**src/rtl/dmem_pkg.sv**
```systemverilog
// Shared types and constants for the data-memory responder.
package dmem_pkg;

    // Responder control states
    typedef enum logic [1:0] {
        IDLE = 2'd0,
        WAIT = 2'd1,
        RESP = 2'd2
    } dmem_state_e;

    localparam int DMEM_DEPTH_DEF   = 64;
    localparam int DMEM_LATENCY_DEF = 2;
    localparam int DMEM_STRB_W      = 4;
    localparam int DMEM_CNT_W       = 4;

    // Merge the strobed byte lanes of new_word over old_word.
    function automatic logic [31:0] dmem_strobe_merge(
        input logic [31:0]            old_word,
        input logic [31:0]            new_word,
        input logic [DMEM_STRB_W-1:0] strb
    );
        logic [31:0] res;
        res = old_word;
        for (int i = 0; i < DMEM_STRB_W; i++) begin
            if (strb[i]) begin
                res[8*i +: 8] = new_word[8*i +: 8];
            end else begin
                res[8*i +: 8] = old_word[8*i +: 8];
            end
        end
        return res;
    endfunction

endpackage

```
**src/rtl/dmem_array.sv**
```systemverilog
// Single-port byte-strobed word storage: combinational read, posedge write.
// Contents are deliberately not reset.
module dmem_array
    import dmem_pkg::*;
#(
    parameter int DEPTH  = DMEM_DEPTH_DEF,
    parameter int ADDR_W = (DEPTH > 1) ? $clog2(DEPTH) : 1
) (
    input  logic                   clk,
    input  logic                   wr_en,
    input  logic [ADDR_W-1:0]      idx,
    input  logic [31:0]            wdata,
    input  logic [DMEM_STRB_W-1:0] wstrb,
    output logic [31:0]            rdata
);

    logic [31:0] mem_q [DEPTH];

    assign rdata = mem_q[idx];

    // Byte-lane write of the addressed word
    always_ff @(posedge clk) begin
        if (wr_en) begin
            mem_q[idx] <= dmem_strobe_merge(mem_q[idx], wdata, wstrb);
        end
    end

endmodule

```
**src/rtl/dmem_responder.sv**
```systemverilog
// Fixed-latency request/response front end for a word-addressed data memory.
// A request is captured in IDLE, held for LATENCY-1 counter cycles in WAIT,
// performed on the last WAIT edge, and presented in RESP until accepted.
module dmem_responder
    import dmem_pkg::*;
#(
    parameter int DEPTH   = DMEM_DEPTH_DEF,
    parameter int LATENCY = DMEM_LATENCY_DEF
) (
    input  logic                   clk,
    input  logic                   reset,
    input  logic                   req_valid,
    output logic                   req_ready,
    input  logic                   req_we,
    input  logic [31:0]            req_addr,
    input  logic [31:0]            req_wdata,
    input  logic [DMEM_STRB_W-1:0] req_wstrb,
    output logic                   rsp_valid,
    input  logic                   rsp_ready,
    output logic [31:0]            rsp_rdata,
    output logic                   rsp_err
);

    localparam int                    ADDR_W   = (DEPTH > 1) ? $clog2(DEPTH) : 1;
    localparam logic [29:0]           DEPTH_W  = 30'(DEPTH);
    localparam logic [DMEM_CNT_W-1:0] CNT_LOAD = DMEM_CNT_W'(LATENCY - 1);
    localparam logic [DMEM_CNT_W-1:0] CNT_ZERO = DMEM_CNT_W'(0);
    localparam logic [DMEM_CNT_W-1:0] CNT_ONE  = DMEM_CNT_W'(1);

    dmem_state_e             state_q, state_d;
    logic [DMEM_CNT_W-1:0]   cnt_q, cnt_d;
    logic                    we_q, we_d;
    logic [31:0]             addr_q, addr_d;
    logic [31:0]             wdata_q, wdata_d;
    logic [DMEM_STRB_W-1:0]  wstrb_q, wstrb_d;
    logic                    req_ready_q, req_ready_d;
    logic                    rsp_valid_q, rsp_valid_d;
    logic [31:0]             rsp_rdata_q, rsp_rdata_d;
    logic                    rsp_err_q, rsp_err_d;

    logic                    acc_err_s;
    logic                    mem_we_s;
    logic                    mem_wr_en_s;
    logic [ADDR_W-1:0]       mem_idx_s;
    logic [31:0]             mem_rdata_s;

    // Misaligned or beyond-the-array accesses never touch storage.
    assign acc_err_s = (addr_q[1:0] != 2'b00) || (addr_q[31:2] >= DEPTH_W);
    assign mem_idx_s = addr_q[ADDR_W+1:2];
    // A write committing on a reset edge is dropped so an aborted request leaves memory intact.
    assign mem_wr_en_s = mem_we_s & ~reset;

    dmem_array #(
        .DEPTH  (DEPTH),
        .ADDR_W (ADDR_W)
    ) u_array (
        .clk   (clk),
        .wr_en (mem_wr_en_s),
        .idx   (mem_idx_s),
        .wdata (wdata_q),
        .wstrb (wstrb_q),
        .rdata (mem_rdata_s)
    );

    // Next-state, capture and response computation
    always_comb begin
        state_d     = state_q;
        cnt_d       = cnt_q;
        we_d        = we_q;
        addr_d      = addr_q;
        wdata_d     = wdata_q;
        wstrb_d     = wstrb_q;
        req_ready_d = req_ready_q;
        rsp_valid_d = rsp_valid_q;
        rsp_rdata_d = rsp_rdata_q;
        rsp_err_d   = rsp_err_q;
        mem_we_s    = 1'b0;

        case (state_q)
            IDLE: begin
                if (req_valid && req_ready_q) begin
                    we_d        = req_we;
                    addr_d      = req_addr;
                    wdata_d     = req_wdata;
                    wstrb_d     = req_wstrb;
                    cnt_d       = CNT_LOAD;
                    req_ready_d = 1'b0;
                    state_d     = WAIT;
                end else begin
                    req_ready_d = 1'b1;
                end
            end
            WAIT: begin
                if (cnt_q != CNT_ZERO) begin
                    cnt_d = cnt_q - CNT_ONE;
                end else begin
                    state_d     = RESP;
                    rsp_valid_d = 1'b1;
                    rsp_err_d   = acc_err_s;
                    mem_we_s    = we_q & ~acc_err_s;
                    if (acc_err_s || we_q) begin
                        rsp_rdata_d = 32'h0000_0000;
                    end else begin
                        rsp_rdata_d = mem_rdata_s;
                    end
                end
            end
            RESP: begin
                // Returning to IDLE here means the next accept is at least one edge later.
                if (rsp_ready) begin
                    state_d     = IDLE;
                    req_ready_d = 1'b1;
                    rsp_valid_d = 1'b0;
                    rsp_rdata_d = 32'h0000_0000;
                    rsp_err_d   = 1'b0;
                end else begin
                    state_d = RESP;
                end
            end
            default: begin
                state_d     = IDLE;
                cnt_d       = CNT_ZERO;
                req_ready_d = 1'b1;
                rsp_valid_d = 1'b0;
                rsp_rdata_d = 32'h0000_0000;
                rsp_err_d   = 1'b0;
            end
        endcase
    end

    // State and output registers; reset overrides any handshake on the same edge
    always_ff @(posedge clk) begin
        if (reset) begin
            state_q     <= IDLE;
            cnt_q       <= CNT_ZERO;
            we_q        <= 1'b0;
            addr_q      <= 32'h0000_0000;
            wdata_q     <= 32'h0000_0000;
            wstrb_q     <= {DMEM_STRB_W{1'b0}};
            req_ready_q <= 1'b1;
            rsp_valid_q <= 1'b0;
            rsp_rdata_q <= 32'h0000_0000;
            rsp_err_q   <= 1'b0;
        end else begin
            state_q     <= state_d;
            cnt_q       <= cnt_d;
            we_q        <= we_d;
            addr_q      <= addr_d;
            wdata_q     <= wdata_d;
            wstrb_q     <= wstrb_d;
            req_ready_q <= req_ready_d;
            rsp_valid_q <= rsp_valid_d;
            rsp_rdata_q <= rsp_rdata_d;
            rsp_err_q   <= rsp_err_d;
        end
    end

    assign req_ready = req_ready_q;
    assign rsp_valid = rsp_valid_q;
    assign rsp_rdata = rsp_rdata_q;
    assign rsp_err   = rsp_err_q;

endmodule

```
**config.mk**
```make
export PLATFORM = sky130hd
export DESIGN_NAME = dmem_responder
export DESIGN_NICKNAME = d
export VERILOG_FILES = /design/src/rtl/dmem_pkg.sv /design/src/rtl/dmem_array.sv /design/src/rtl/dmem_responder.sv
export SDC_FILE = /design/constraint.sdc
export NUM_CORES = 2
export LEC_CHECK = 0
export ABC_AREA = 0
export CAP_MARGIN = 20
export CORE_MARGIN = 4
export CORE_UTILIZATION = 58
export CTS_CLUSTER_SIZE = 8
export DETAILED_ROUTE_END_ITERATION = 10
export HOLD_SLACK_MARGIN = 0.03
export PLACE_DENSITY = 0.72
export REMOVE_ABC_BUFFERS = 1
export SYNTH_ARGS = -nofsm -noshare
export SYNTH_HDL_FRONTEND = slang
export SYNTH_SLANG_ARGS = --single-unit
export TNS_END_PERCENT = 1
```
**constraint.sdc**
```tcl
create_clock -name clk -period 7.2 [get_ports clk]
set_clock_uncertainty 0.15 [all_clocks]
set_input_delay 1.08 -clock clk [delete_from_list [all_inputs] [get_ports clk]]
set_output_delay 1.08 -clock clk [all_outputs]
set_load 0.01 [all_outputs]
```
==> run metrics <==
status finished, final reports clean; Peak Freq around 200 MHz; clk root buf clkbuf_16; GRT Total Usage a little under a third; clk sink count 2164; gpl congestion 0.8234; CTS tree done; share of cells above drive strength 1 22.06%; Rows roughly 140; largest net degree at the start of global routing 93; top cells by area, synth edfxtp_1, mux4_2, mux2i_1; EDFF count, synth 2048; synthesis-stage register bit count 2164; Mapped Area 0.08402 mm2; Final Max Tran Viols 0; Post-synth ARST share 0%; DRC viols 0; Final nets 4812; cts repair resizes 0; post-synth cell types 53; Die X just under 400 um; vias in the first global route 46430; number of I/O port buffers between 100 and 150; post-layout min period around 5 ns; switching pwr 7.407 mW; TritonCTS Buffers 320; Hold Slack between 0.3 and 0.4 ns; internal power 24.11 mW; critical path endpoint category flop; sequential-to-total area share from yosys stat 75.96%; DR pass1 iterations 6; PwrDens around 320 mW/mm2; switching share of power 23.50%; initial antenna violation count 6; Worst Max-Slew Pin Slew 1.333 ns; post-DP HPWL 131800 um; Worst Path Arrival 5.52 ns; TNS Setup 0 ns; Routed WL ~240000 um; CP required a little under 8 ns; clock transition at the registers of the reported paths approximately 0.05 ns; syn_area_per_cell between 15 and 20 um2; endpoints failing setup 0; top_reg_cell synth edfxtp_1; initial DRC count 7019; Gate power share between 10% and 20%; GRT Residual Overflow 0; critical path type reg2reg; IO Count 108; RSZ-0062 raised after global routing no; first-pass GRT wire length roughly 340000 um; Slew HR 10.31%; CTS Buffer Depth 4; Hold WC Path Type reg2reg; die height 388.6 um; CP max FO 62; Pleak 30.37 nW; # hold bufs at CTS 0; Seq pwr share between 40% and 50%; post-layout util 67.95%; die area 0.1510 mm2; P&R area growth vs syn 16.31%; Cells after Synth 4383; postcts setup bufs 0; clock share of power 42.3%; initial core utilization approximately 58%; Avg WL per Cell 35.05 um; final hold vios 0; Critical Path Start Type flop; Tcrit/Tclk final between 60 and 70%; total of max-cap violations 0; Vias/cell 6.893; CORE AREA 0.1438 mm2; post-synth top area cell edfxtp_1; Yosys warnings 0; VDD IR max 267.4 uV; post-route ant nets 0; top-area cell type share of the netlist area between 70% and 80%; via count 46870; clk_lat worst skew 0.93 ns; H-tree levels 5
-- final cells by class --
type	count	area, um2
repair buffers	294	2783
multi-input cells	1934	19780
clock buffers	478	8835
inverters	23	86.33
diodes	1	2.502
fillers	8863	46100
well taps	1903	2381
clock inverters	3	21.27
flip-flops and latches	2164	63840
-- kinds of logic after synthesis --
kind of cell | synth area share, %
AO/OA/AOI/OAI | 4.314
adder cells (fa/ha/maj) | 0.02978
buffers and inverters | 1.648
flip-flops | 75.96
multiplexers | 14.64
AND/OR/NAND/NOR | 3.413
-- power by group through the flow --
| stage | Clock, mW | Combinational [mW] | Sequential (mW) |
|---|---|---|---|
| 6_report | 13.3 | 3.25 | 14.9 |
| 5_1_grt | 14.0 | 3.42 | 14.9 |
| 4_1_cts | 13.4 | 3.08 | 15.0 |
| 3_5_place_dp | 0 | 3.06 | 15.2 |
| 3_3_place_gp | 0 | 2.97 | 15.2 |
| 2_1_floorplan | 0 | 2.45 | 15.4 |
-- routing by layer --
metal / part of all wire [%] / global-route usage [%] / routed length [um]
met5: 0.0055 / 0 / 13
met4: 3.9 / 11.83 / 9222
met3: 14 / 10.18 / 32860
met2: 46 / 47.25 / 109200
met1: 37 / 43.84 / 87000
-- cell usage after synthesis, types with 10 or more instances --
cell type,n
nor2_1,187
dfxtp_1,116
nand3_1,33
a221oi_1,114
nor2b_1,14
a211o_1,25
buf_4,32
buf_2,96
nand2_1,209
a22oi_1,84
o211ai_1,26
nor3_1,10
inv_1,22
a22o_1,19
buf_1,13
o22ai_1,56
buf_6,10
nand2b_1,39
o221ai_1,16
or4_1,18
clkbuf_1,111
a21oi_1,98
mux2i_1,385
and2_1,39
nor4_1,25
mux2_2,100
mux4_2,325
o21ai_0,45
edfxtp_1,2048
-- placed cells by master, fill, tap and decap left out, drive strengths merged, types with 39 or more instances in the layout --
master	n
and2	40
buf	187
nor2	188
nand2b	39
o22ai	56
mux4	325
clkbuf	479
clkdlybuf4s50	106
nand2	209
mux2	100
dfxtp	116
a21oi	98
edfxtp	2048
a221oi	114
a22oi	84
o21ai	47
mux2i	385
-- sequential cells by signal, summed over array words and instances (netlist names), named ones only --
name and count:
rsp_valid 1, wdata_q 32, addr_q 32, u_array.mem_q 2048
rsp_err 1, wstrb_q 4, rsp_rdata 32, state_q 2
req_ready 1, cnt_q 4, we_q 1
-- path summary, 6_finish.rpt --
path / start / end / slack [ns] / cells after the start
max: flop / u_array.mem_q[51][17] / 2.22 / 8
min reg2reg: wdata_q[15] / wdata_q[15] / 0.30 / 2
max reg2reg: flop / u_array.mem_q[51][17] / 2.22 / 8
min: wdata_q[15] / wdata_q[15] / 0.30 / 2
-- stage by stage --
step / setup WS (ns) / total power, mW / cells / cell area [um2]
CTS: 2.040 / 31.43 / 6785 / 97490
finish: 2.218 / 31.52 / 6800 / 97730
detailed placement: 2.091 / 18.25 / 6304 / 88640
global route: 1.871 / 32.39 / 6799 / 97730
floorplan: -19.02 / 17.90 / 4121 / 82720
global placement: 2.167 / 18.15 / 6300 / 88560
-- worst max-delay path: stages, from the launching register on --
cell and delay [ns]:
dfxtp_4 0.91, buf_4 0.71, nor2b_4 0.29, buf_12 0.33, a221oi_1 0.42, mux4_2 0.38, nor2_1 0.09, a221oi_4 0.89
buf_4 0.47
Power figures use the tool's default switching activity.
